--- src/rtl/esfa_vector_loader_if.sv ---
// Byte-stream input, vector-memory write port and load status of the ESFA
// vector loader. The loader is the slave; whoever feeds it is the master.
interface esfa_vector_loader_if;
  logic        start;
  logic [7:0]  byteIn;
  logic        byteValid;
  logic        byteReady;
  logic        memWe;
  logic [31:0] memAddr;
  logic [63:0] memData;
  logic        loadDone;
  logic        loadError;
  logic [15:0] vectorCount;

  modport master (
    output start, byteIn, byteValid,
    input  byteReady, memWe, memAddr, memData, loadDone, loadError, vectorCount
  );

  modport slave (
    input  start, byteIn, byteValid,
    output byteReady, memWe, memAddr, memData, loadDone, loadError, vectorCount
  );
endinterface

--- src/rtl/esfa_vector_loader.sv ---
// ESFA vector loader: packs a little-endian byte stream into 64-bit test
// vectors and writes them to the sequencer's vector memory at 8*index,
// stopping on the end-of-program flag (byte 0, bit 2) or when memory is full.
//
// state | meaning
// IDLE  | out of reset, waiting for start
// RECV  | collecting the bytes of one vector
// WRITE | single cycle with memWe high
// DONE  | load finished (loadDone high), waiting for start
module esfa_vector_loader #(
  parameter int MAX_VECTORS = 256
) (
  input logic clk,
  input logic reset,
  esfa_vector_loader_if.slave bus
);

  typedef enum logic [1:0] {IDLE, RECV, WRITE, DONE} state_t;

  localparam logic [15:0] MaxCount = 16'(MAX_VECTORS);

  state_t          state;
  state_t          nextState;
  logic [2:0]      byteIdx;
  logic [6:0][7:0] assembly;
  logic            memWe;
  logic [31:0]     memAddr;
  logic [63:0]     memData;
  logic            loadDone;
  logic            loadError;
  logic [15:0]     vectorCount;
  logic [15:0]     countInc;
  logic            byteReady;
  logic            xfer;

  assign byteReady = (state == RECV) && !bus.start;
  assign xfer      = bus.byteValid && byteReady;
  assign countInc  = vectorCount + 16'd1;

  assign bus.byteReady   = byteReady;
  assign bus.memWe       = memWe;
  assign bus.memAddr     = memAddr;
  assign bus.memData     = memData;
  assign bus.loadDone    = loadDone;
  assign bus.loadError   = loadError;
  assign bus.vectorCount = vectorCount;

  // State register.
  always_ff @(posedge clk or negedge reset) begin
    if (!reset) state <= IDLE;
    else        state <= nextState;
  end

  // Next state: start restarts from any state; the end flag wins over a full memory.
  always_comb begin
    nextState = state;
    if (bus.start) begin
      nextState = RECV;
    end else begin
      unique case (state)
        IDLE:  nextState = IDLE;
        RECV:  if (xfer && byteIdx == 3'd7) nextState = WRITE;
        WRITE: begin
          if (memData[2] || countInc == MaxCount) nextState = DONE;
          else                                    nextState = RECV;
        end
        DONE:  nextState = DONE;
        default: nextState = IDLE;
      endcase
    end
  end

  // Datapath: byte assembly, write strobe/address/data and load status.
  always_ff @(posedge clk or negedge reset) begin
    if (!reset) begin
      byteIdx     <= '0;
      assembly    <= '0;
      memWe       <= 1'b0;
      memAddr     <= '0;
      memData     <= '0;
      loadDone    <= 1'b0;
      loadError   <= 1'b0;
      vectorCount <= '0;
    end else if (bus.start) begin
      // An interrupted write has already been strobed; only the bookkeeping is dropped.
      byteIdx     <= '0;
      assembly    <= '0;
      memWe       <= 1'b0;
      loadDone    <= 1'b0;
      loadError   <= 1'b0;
      vectorCount <= '0;
    end else begin
      unique case (state)
        RECV: begin
          if (xfer) begin
            byteIdx <= byteIdx + 3'd1;
            if (byteIdx == 3'd7) begin
              memWe   <= 1'b1;
              memAddr <= {13'd0, vectorCount, 3'd0};
              memData <= {bus.byteIn, assembly};
            end else begin
              assembly[byteIdx] <= bus.byteIn;
            end
          end
        end
        WRITE: begin
          memWe       <= 1'b0;
          byteIdx     <= '0;
          vectorCount <= countInc;
          if (memData[2]) begin
            loadDone <= 1'b1;
          end else if (countInc == MaxCount) begin
            loadDone  <= 1'b1;
            loadError <= 1'b1;
          end
        end
        default: ;
      endcase
    end
  end

endmodule
--- src/flat_wrapper.sv ---
// flat-port wrapper written by rule: the top's interface ports become plain ports
module esfa_vector_loader_flat 
#(
  parameter int MAX_VECTORS = 256
)
  (clk, reset, bus_start, bus_byteIn, bus_byteValid, bus_byteReady, bus_memWe, bus_memAddr, bus_memData, bus_loadDone, bus_loadError, bus_vectorCount);
  esfa_vector_loader_if bus_i ();
  input logic clk;
  input logic reset;
  input wire logic [$bits(bus_i.start)-1:0] bus_start;
  input wire logic [$bits(bus_i.byteIn)-1:0] bus_byteIn;
  input wire logic [$bits(bus_i.byteValid)-1:0] bus_byteValid;
  output wire logic [$bits(bus_i.byteReady)-1:0] bus_byteReady;
  output wire logic [$bits(bus_i.memWe)-1:0] bus_memWe;
  output wire logic [$bits(bus_i.memAddr)-1:0] bus_memAddr;
  output wire logic [$bits(bus_i.memData)-1:0] bus_memData;
  output wire logic [$bits(bus_i.loadDone)-1:0] bus_loadDone;
  output wire logic [$bits(bus_i.loadError)-1:0] bus_loadError;
  output wire logic [$bits(bus_i.vectorCount)-1:0] bus_vectorCount;
  assign bus_i.start = bus_start;
  assign bus_i.byteIn = bus_byteIn;
  assign bus_i.byteValid = bus_byteValid;
  assign bus_byteReady = bus_i.byteReady;
  assign bus_memWe = bus_i.memWe;
  assign bus_memAddr = bus_i.memAddr;
  assign bus_memData = bus_i.memData;
  assign bus_loadDone = bus_i.loadDone;
  assign bus_loadError = bus_i.loadError;
  assign bus_vectorCount = bus_i.vectorCount;
  esfa_vector_loader #(.MAX_VECTORS(MAX_VECTORS)) u_core (.clk(clk), .reset(reset), .bus(bus_i));
endmodule
--- config.mk ---
export PLATFORM = sky130hd
export DESIGN_NAME = esfa_vector_loader_flat
export DESIGN_NICKNAME = d
export VERILOG_FILES = /design/src/rtl/esfa_vector_loader_if.sv /design/src/rtl/esfa_vector_loader.sv /design/src/flat_wrapper.sv
export SDC_FILE = /design/constraint.sdc
export NUM_CORES = 1
export LEC_CHECK = 0
export ABC_AREA = 1
export ABC_CLOCK_PERIOD_IN_PS = 1900
export CORE_ASPECT_RATIO = 0.8
export CORE_UTILIZATION = 23
export DETAILED_ROUTE_END_ITERATION = 16
export SLEW_MARGIN = 5
export SYNTH_ARGS = -nofsm -noshare
export SYNTH_HDL_FRONTEND = slang
export SYNTH_SLANG_ARGS = --single-unit
--- constraint.sdc ---
create_clock -name clk -period 1.9 [get_ports clk]
set_input_delay 0.19 -clock clk [delete_from_list [all_inputs] [get_ports clk]]
set_output_delay 0.19 -clock clk [all_outputs]
set_load 0.01 [all_outputs]
==> results.toml <==
[worst_setup_path]
critPathLaunchType = "register"
cp.required_ns = 2.19
criticalPathCategory = "register to register"
worstSetupEndpointType = "register"
path_max_fanout = 9
cp_data_arrival_time_ns = 2.11

[global_routing]
antenna_found_initial = 0
grt_pass1_wl_mm = 27.70
grtUsageMet1 = 0.1790
met2_usage = 0.1805
overflow = 0
grt_max_degree = 53
grtUsageTotal = 0.1221
grt_busiest_layer = "met2"
grt_pass1_vias = 4884
use_met3 = 0.02762

[routing]
wirelength_mm = 17.43
drt.antenna.violating_nets = 0
first_pass_iters = 4
viasPerCell = 4.194
vias = 4961
routedWlPerCell_microns = 14.73
drt_first_iter_violations = 363
drc_errors = 0

[cts]
numCtsBuffers = 17
insertion_delay_ns = 0.42
clkSinkCount = 160
htree_levels = 4
tritoncts = "done"
clock-root-buffer = "clkbuf_16"
clk_path_buf_depth = 2
clk_pin_slew_ns = 0.06

[min_path]
hp-class = "input pin to async pin"

[die]
core-area_sq_um = 28280
core.rowCount = 55
start_util = 0.2338
dieHeight_microns = 153.7
dieArea_sq_um = 29440
io_pins = 128
dieWidth_microns = 191.6

[sta]
min_period_ns = 1.820
clock_skew_ns = 0.01584
fmax_mhz = 549.6
min_period_over_period = 0.9577
drv_slew = 0
setup_viol = 0
hold_viol = 0
setup_tns_ns = 0
rsz0062_at_grt = "true"

[place]
io_buffer_count = 111
post_dp_cell_area_sq_um = 8356
hpwlAfterDp_mm = 12.35
place.gp.congestion = 0.8484

[final_layout]
multiInputGateArea_sq_um = 2172
diodes = 0
mostFrequentLayoutCells = "dfrtp_1, nand2_1, clkdlybuf4s50_1"
final_area_sq_um = 8996
synthToLayoutAreaGrowth_pct = 36.02
final_common_cell = "dfrtp_1"
fin_util = 0.3181
final_nets = 816
fillers = 2913
drive_gt1_frac = 0.1451
regArea_sq_um = 4005

[yosys]
syn_inst = 659
synth-seq-cells = 160
yosysWarnings = 0
ys_types = 32
synth_area_sq_um = 6614
ys_seq_area_frac = 0.6054
syn_area_per_cell_sq_um = 10.04

[power_and_ir_drop]
ir_drop_mv = 0.5994
power_density_nw_per_um2 = 853.3
p_leak_nw = 3.816

[run]
cap_violations = 0

[status]
outcome = "finished, final reports clean"
[cell usage after synthesis]
cell / instances / area share
nand2_4: 1 / 0.0017
inv_1: 80 / 0.045
mux2_2: 8 / 0.014
ha_1: 4 / 0.0076
o21ai_2: 1 / 0.0013
nor3b_2: 1 / 0.0019
nor2_2: 5 / 0.0047
nor2_1: 20 / 0.011
buf_2: 9 / 0.0068
o22ai_1: 67 / 0.063
and2_1: 1 / 0.00095
nand3b_1: 2 / 0.0023
buf_1: 1 / 0.00057
nand3_2: 2 / 0.0030
inv_2: 4 / 0.0023
conb_1: 1 / 0.00057
nor3_2: 1 / 0.0015
nand2_2: 13 / 0.012
o21ai_0: 84 / 0.064
nor2_4: 3 / 0.0051
nand3_1: 11 / 0.0083
nand4_4: 7 / 0.023
dfrtp_1: 160 / 0.61
clkbuf_1: 9 / 0.0051
or2_1: 1 / 0.00095
clkinv_1: 3 / 0.0017
a21oi_2: 1 / 0.0013
nand4_1: 5 / 0.0047
buf_4: 17 / 0.019
xor2_1: 3 / 0.0040
a21oi_1: 4 / 0.0030
nand2_1: 130 / 0.074
[per-stage QoR]
step	setup slack (ns)	hold WS (ns)	cells	total power [mW]
after CTS	0.05629	0.2309	1182	7.790
after detailed placement	0.05446	0.1265	1149	4.326
after global placement	0.06577	0.1353	1149	4.315
final	0.08034	0.2472	1183	7.677
after floorplan	0.07588	-0.1056	674	3.975
after global routing	-0.03048	0.2479	1183	8.012
[timing repair]
item | CTS | global route
setup buffers | 0 | 1
hold buffers | 1 | 0
endpoints found under the setup margin | 1 | 13
cloned | 0 | 0
hold endpoints to repair | 33 | 0
pin swaps | 0 | 2
gates resized for setup | 1 | 9
[where the power goes]
part / total, mW / internal (mW) / switching, mW
clock network: 3.42 / 1.94 / 1.48
registers: 3.56 / 3.51 / 0.0465
logic: 0.699 / 0.268 / 0.431
[worst max-delay path: stages (launching register included)]
cell     delay (ns)
dfrtp_1        0.38
ha_1           0.20
ha_1           0.24
nor3b_2        0.27
buf_12         0.18
nand4_4        0.15
nand2_2        0.19
o22ai_1        0.09
[sequential cells by signal (all words and copies together) (netlist names)]
signal                  cells
u_core.bus.vectorCount     16
u_core.bus.memWe            1
u_core.byteIdx              3
u_core.state                2
u_core.bus.memAddr         16
u_core.bus.loadDone         1
u_core.bus.loadError        1
u_core.bus.memData         64
u_core.assembly            56
[final cells by class]
cell class | count | share of cell area
Sequential cell | 160 | 0.4452
Multi-Input combinational cell | 391 | 0.2414
Timing Repair Buffer | 143 | 0.1602
Clock buffer | 20 | 0.05188
Tap cell | 370 | 0.05146
Inverter | 87 | 0.03630
Clock inverter | 12 | 0.01349
[path summary, 6_finish.rpt]
path | start | to | slack, ns | cells after the start
min in group clk | bus_byteIn[7] | u_core.bus.memData[63] | 0.44 | 2
setup / recovery | u_core.byteIdx[0] | u_core.assembly[27] | 0.08 | 7
hold / removal | reset | u_core.bus.memAddr[3] | 0.25 | 2
setup reg to reg | u_core.byteIdx[0] | u_core.assembly[27] | 0.08 | 7
hold reg to reg | u_core.bus.memData[30] | u_core.bus.memData[30] | 0.48 | 2
max in group asynchronous | reset | u_core.bus.memData[0] | 1.08 | 3
[routing by layer]
metal,up-vias,share of wire
met2,91,0.44
met3,6,0.035
met4,0,0.0060
met5,-,0
met1,2426,0.52
li1,2438,-
[cell families (layout without fill, tap and decap cells)]
kind of cell    after synthesis  in the layout  share of synthesized area
simple gates                203            203                     0.1551
flops                       160            160                     0.6054
compound gates              157            157                     0.1326
buf+inv                     123            262                    0.08116
mux                           8              8                    0.01362
fa+ha+maj                     4              4                   0.007567
xor+xnor                      3              3                   0.003973
other cells                   1             16                  0.0005670
No activity file was read; power rests on OpenSTA's default activity.
